`config.mk`:
```
export PLATFORM = sky130hd
export DESIGN_NAME = sha_block_sequencer
export DESIGN_NICKNAME = d
export VERILOG_FILES = /design/src/rtl/sha_block_sequencer.sv
export SDC_FILE = /design/constraint.sdc
export NUM_CORES = 2
export LEC_CHECK = 0
export CORE_MARGIN = 3
export CORE_UTILIZATION = 30
export DETAILED_ROUTE_END_ITERATION = 7
export GPL_ROUTABILITY_DRIVEN = 0
export MAX_ROUTING_LAYER = met4
export PLACE_DENSITY = 0.52
export SYNTH_ARGS = -nofsm -noshare
export SYNTH_HDL_FRONTEND = slang
export SYNTH_SLANG_ARGS = --single-unit
```
`constraint.sdc`:
```
create_clock -name clk_i -period 27 [get_ports clk_i]
set_input_delay 8.1 -clock clk_i [delete_from_list [all_inputs] [get_ports clk_i]]
set_output_delay 8.1 -clock clk_i [all_outputs]
set_load 0.005 [all_outputs]
```
`src/rtl/sha_block_sequencer.sv`:
```
// Loads one 256-bit chunk and its expected digest into the sha256 core and reports pass/fail.
// Optional macro SHA_SEQ_LOCK_ON_FAIL_EN: first fail latches locked_o until rst_i.
module sha_block_sequencer #(
  parameter int SHA_TIMEOUT = 100,
  parameter int CNT_W       = 16
) (
  input  logic             clk_i,
  input  logic             rst_i,
  input  logic             start_i,
  input  logic             abort_i,
  input  logic [255:0]     block_i,
  input  logic [255:0]     digest_i,
  output logic             ready_o,
  output logic             pass_o,
  output logic             fail_o,
  output logic             locked_o,
  output logic [CNT_W-1:0] pass_cnt_o,
  output logic [CNT_W-1:0] fail_cnt_o,
  output logic             sha_reset_n_o,
  output logic             sha_cs_o,
  output logic             sha_we_o,
  output logic             sha_wc_o,
  output logic [2:0]       sha_address_o,
  output logic [31:0]      sha_write_data_o,
  input  logic             sha_digest_valid_i
);

  localparam int TMR_W = $clog2(SHA_TIMEOUT + 1);
  localparam logic [TMR_W-1:0] TMR_LAST = TMR_W'(SHA_TIMEOUT - 1);

  typedef enum logic [3:0] {
    S_IDLE, S_CLR, S_LOAD_BLK, S_LOAD_DIG, S_GO, S_WAIT, S_PASS, S_FAIL, S_CLR_ABORT
  } state_t;

  state_t           state_q, state_d;
  logic [2:0]       k_q, k_d;
  logic [TMR_W-1:0] tmr_q, tmr_d;
  logic [255:0]     block_q, digest_q;
  logic [CNT_W-1:0] pass_cnt_q, fail_cnt_q;
  logic             live_q;
  logic             locked;
  logic             accept;

  // live_q keeps ready_o and sha_reset_n_o low until the first edge after reset release
  always_ff @(posedge clk_i or posedge rst_i) begin
    if (rst_i) live_q <= 1'b0;
    else       live_q <= 1'b1;
  end

`ifdef SHA_SEQ_LOCK_ON_FAIL_EN
  logic locked_q;
  always_ff @(posedge clk_i or posedge rst_i) begin
    if (rst_i)                 locked_q <= 1'b0;
    else if (state_q == S_FAIL) locked_q <= 1'b1;
  end
  assign locked = locked_q;
`else
  assign locked = 1'b0;
`endif

  assign locked_o = locked;
  assign ready_o  = live_q & ~locked & (state_q == S_IDLE);
  assign accept   = ready_o & start_i;

  always_ff @(posedge clk_i or posedge rst_i) begin
    if (rst_i) begin
      state_q    <= S_IDLE;
      k_q        <= '0;
      tmr_q      <= '0;
      block_q    <= '0;
      digest_q   <= '0;
      pass_cnt_q <= '0;
      fail_cnt_q <= '0;
    end else begin
      state_q <= state_d;
      k_q     <= k_d;
      tmr_q   <= tmr_d;
      if (accept) begin
        block_q  <= block_i;
        digest_q <= digest_i;
      end
      if (state_q == S_PASS && pass_cnt_q != '1) pass_cnt_q <= pass_cnt_q + CNT_W'(1);
      if (state_q == S_FAIL && fail_cnt_q != '1) fail_cnt_q <= fail_cnt_q + CNT_W'(1);
    end
  end

  always_comb begin
    state_d          = state_q;
    k_d              = k_q;
    tmr_d            = tmr_q;
    sha_reset_n_o    = live_q & ~locked;
    sha_cs_o         = 1'b0;
    sha_we_o         = 1'b0;
    sha_wc_o         = 1'b0;
    sha_address_o    = '0;
    sha_write_data_o = '0;
    pass_o           = 1'b0;
    fail_o           = 1'b0;
    case (state_q)
      S_IDLE: begin
        if (accept) begin
          state_d = S_CLR;
          k_d     = '0;
        end
      end
      S_CLR: begin
        sha_reset_n_o = 1'b0;
        k_d           = '0;
        state_d       = S_LOAD_BLK;
      end
      S_LOAD_BLK: begin
        sha_cs_o         = 1'b1;
        sha_we_o         = 1'b1;
        sha_address_o    = k_q;
        sha_write_data_o = block_q[{k_q, 5'd0} +: 32];
        k_d              = k_q + 3'd1;
        if (k_q == 3'd7) state_d = S_LOAD_DIG;
      end
      S_LOAD_DIG: begin
        sha_cs_o         = 1'b1;
        sha_wc_o         = 1'b1;
        sha_address_o    = k_q;
        sha_write_data_o = digest_q[{k_q, 5'd0} +: 32];
        k_d              = k_q + 3'd1;
        if (k_q == 3'd7) state_d = S_GO;
      end
      S_GO: begin
        sha_cs_o = 1'b1;
        tmr_d    = '0;
        state_d  = S_WAIT;
      end
      S_WAIT: begin
        tmr_d = tmr_q + TMR_W'(1);
        // valid on the last timer cycle still counts as a pass
        if (sha_digest_valid_i)    state_d = S_PASS;
        else if (tmr_q == TMR_LAST) state_d = S_FAIL;
      end
      S_PASS: begin
        pass_o  = 1'b1;
        state_d = S_IDLE;
      end
      S_FAIL: begin
        fail_o  = 1'b1;
        state_d = S_IDLE;
      end
      S_CLR_ABORT: begin
        sha_reset_n_o = 1'b0;
        state_d       = S_IDLE;
      end
      default: state_d = S_IDLE;
    endcase
    if (abort_i && state_q != S_IDLE) state_d = S_CLR_ABORT;
  end

  assign pass_cnt_o = pass_cnt_q;
  assign fail_cnt_o = fail_cnt_q;

endmodule

```
==> run metrics <==
status finished clean; Pleak 14.7 nW; num rows 106; Synth Warn # 0; Die Area 88800 sq um; Worst Path Max Fanout 64; CTS tree built; Worst Skew 0.0204 ns; Max-cap violations 0; fraction of power spent switching nets 29.1%; DRT antenna net count 0; CP Launch Type flop; Int Power 2.25 mW; CP required 18.90 ns; proportion of layout cells with a drive suffix above 1 8.52%; dominant synthesized flop cell dfrtp_1; Final TNS setup 0 ns; detailed-placement wirelength estimate 61500 um; CP most frequent cell buf_4; Skew-Pair Late Insertion Delay 0.59 ns; Crit-path slowest cell buf_4; final WL 85300 um; Final Util 41.1%; Worst slew margin 16.4%; final-stage net count 3100; mux cell area share after synthesis 27.6%; Cells after Synth 2012; Gate power share 25.5%; Initial Utilization 30.4%; P_sw 0.923 mW; Power Density 91.9 nW/um^2; TritonCTS buffer count 68; area of the multi-input gates 10700 sq um; fillers 8043; largest net degree at the start of global routing 108; Post-synth ARST share 100%; DR WL/cell 22.6 um; fmax 0.0753 GHz; Placed Cells 3642; Critical Path AT 5.18 ns; post-CTS resize count 0; Slew Limit Fails 0; Mean Syn Cell Area 12.7 sq um; Post-synth EDFFs 0; routed vias 18.0k; most frequent cells in the layout 590 x clkdlybuf4s50_1, 558 x dfrtp_1, 481 x mux2_1; Storage cell area 14000 sq um; Hold-fix buffers, CTS 0; Hold Path Class reg2reg; post-synthesis sequential area ratio 54.7%; global-route wire length before repair 127000 um; Syn-to-layout area delta 35.2%; chip width 298 um; vias in the first global route 19.4k; clk root buf clkbuf_16; WHS 0.476 ns; slack of the critical path 13.72 ns; H-tree Lvls 3; Synth Area in Compound Gates 4.79%; Tmin final 13.28 ns; post-synthesis simple-gate area fraction 7.74%; clock transition at the registers of the reported paths 0.05 ns; global route overflow 0; critical path, cell by cell nand4bb_4 > buf_4 > buf_4 > mux4_2 > a21oi_1 > o211ai_1 > clkdlybuf4s50_1; Core ar. 84100 sq um; critical path type reg2out; largest family of logic cells by synthesized area multiplexers; crit share post-route 49.2%; final hold violations 0; Cell Area, Synth 25600 sq um; Port-buffer cells 590; Mapped Nets 2534; 1st-pass router iterations 5; post-route non-filler standard cell count 3781; register bit count reported by yosys 559; Seq pwr share 45.3%; XOR/XNOR share of the synthesized area 1.13%; vias per inst 4.76; Tot GR Track Use 19.5%; Max VDD drop 0.0430 mV; Adder-Cell Fraction of Synth Area 0.284%; Worst Setup End Kind primary output; commonest non-fill, non-tap cell in the layout clkdlybuf4s50_1; initial DRC count 891; dpl ws 13.90 ns; RSZ-0062 raised after global routing false; Ports 592; Clock Power Share 29.2%; DRC Markers 0; die height 298 um; setup bufs post-CTS 0; initial antenna violation count 20; final setup fails 0; biggest cell delay along the critical path 0.75 ns; synth unique cells 51; TritonCTS Sinks 559; Clock Path Buffers 3; Worst-Margin Slew 1.25 ns
-- final cells by class --
class,instances,share of cell area (%)
sequential,559,40.4
multi-input combinational,1318,30.8
timing repair buffer,625,17.8
clock buffer,96,5.72
tap,1134,4.10
clock inverter,24,0.850
antenna,19,0.137
inverter,6,0.0940
-- cells by family after synthesis --
logic type / Yosys count
fa+ha+maj: 6
simple gates: 451
mux: 600
xor+xnor: 33
other cells: 2
flops: 559
buf+inv: 135
compound gates: 226
-- flip-flops by register name, summed over array words and instances (netlist names) --
signal and flops:
fail_cnt_o 16, k_q 3, live_q 1, block_q 256
digest_q 256, state_q 4, pass_cnt_o 16, tmr_q 7
-- final timing paths --
check                           depth (start not counted)  slack, ns    startpoint              endpoint
worst max-delay path                                    7      13.72    state_q[3]  sha_write_data_o[31]
worst max register to register                          7      21.51    state_q[0]          block_q[174]
max in group asynchronous                               5      15.78         rst_i           digest_q[5]
min in group asynchronous                               2       8.04         rst_i        pass_cnt_o[13]
worst min-delay path                                    1       0.48  block_q[129]          block_q[129]
worst min register to register                          1       0.48  block_q[129]          block_q[129]
-- cell usage after synthesis, types with 2 or more instances --
| master | instances | area (sq um) |
|---|---|---|
| o22ai_1 | 21 | 131 |
| o21ai_0 | 7 | 35.0 |
| nand4_1 | 9 | 56.3 |
| nor2b_1 | 5 | 31.3 |
| clkbuf_1 | 35 | 131 |
| xor2_1 | 20 | 175 |
| or2_2 | 2 | 12.5 |
| xnor2_1 | 13 | 114 |
| buf_4 | 9 | 67.6 |
| and4_1 | 4 | 35.0 |
| and2_1 | 5 | 31.3 |
| nand4b_1 | 2 | 17.5 |
| nand2_1 | 322 | 1210 |
| a22o_1 | 2 | 17.5 |
| nand2b_1 | 5 | 31.3 |
| nor2_1 | 23 | 86.3 |
| mux2_2 | 34 | 383 |
| buf_2 | 29 | 145 |
| nor3b_1 | 4 | 30.0 |
| inv_1 | 5 | 18.8 |
| o211ai_1 | 12 | 90.1 |
| a21oi_1 | 175 | 876 |
| nor3_1 | 9 | 45.0 |
| and3_1 | 2 | 12.5 |
| mux4_2 | 32 | 721 |
| mux2_1 | 481 | 5420 |
| buf_1 | 3 | 11.3 |
| mux2i_1 | 53 | 531 |
| nor4_1 | 33 | 206 |
| o31a_1 | 3 | 26.3 |
| dfrtp_1 | 559 | 14000 |
| or3_1 | 2 | 12.5 |
| nand3_1 | 16 | 80.1 |
| nor3b_2 | 2 | 25.0 |
| buf_6 | 53 | 597 |
| ha_1 | 5 | 62.6 |
| conb_1 | 2 | 7.51 |
-- routing by layer --
layer	routed length [um]	up-vias	GRT usage [%]
met5	0	-	-
met2	41300	428	31.5
met3	4450	102	4.25
met1	37700	9206	24.7
li1	-	8279	-
met4	1920	0	5.16
-- stage by stage --
stage	area, sq um	power (mW)
floorplan	25600	1.98
global placement	32300	2.23
detailed placement	32300	2.28
CTS	34600	3.23
global route	34600	3.38
finish	34600	3.18
-- power groups by stage --
stage	clock network (mW)	registers, mW	logic [mW]
after global placement	0	1.43	0.795
after CTS	0.959	1.44	0.828
after detailed placement	0	1.45	0.823
final	0.928	1.44	0.811
after global routing	0.993	1.49	0.899
after floorplan	0	1.38	0.606
-- critical path: cells and delay by family (launching register included) --
kind                   cells  cell delay, ns
buffers and inverters      3            1.99
AOI/OAI and AO/OA          2            0.74
DFF                        1            0.70
and+or+nand+nor            1            0.62
muxes                      1            0.42
Power figures use the tool's default switching activity.
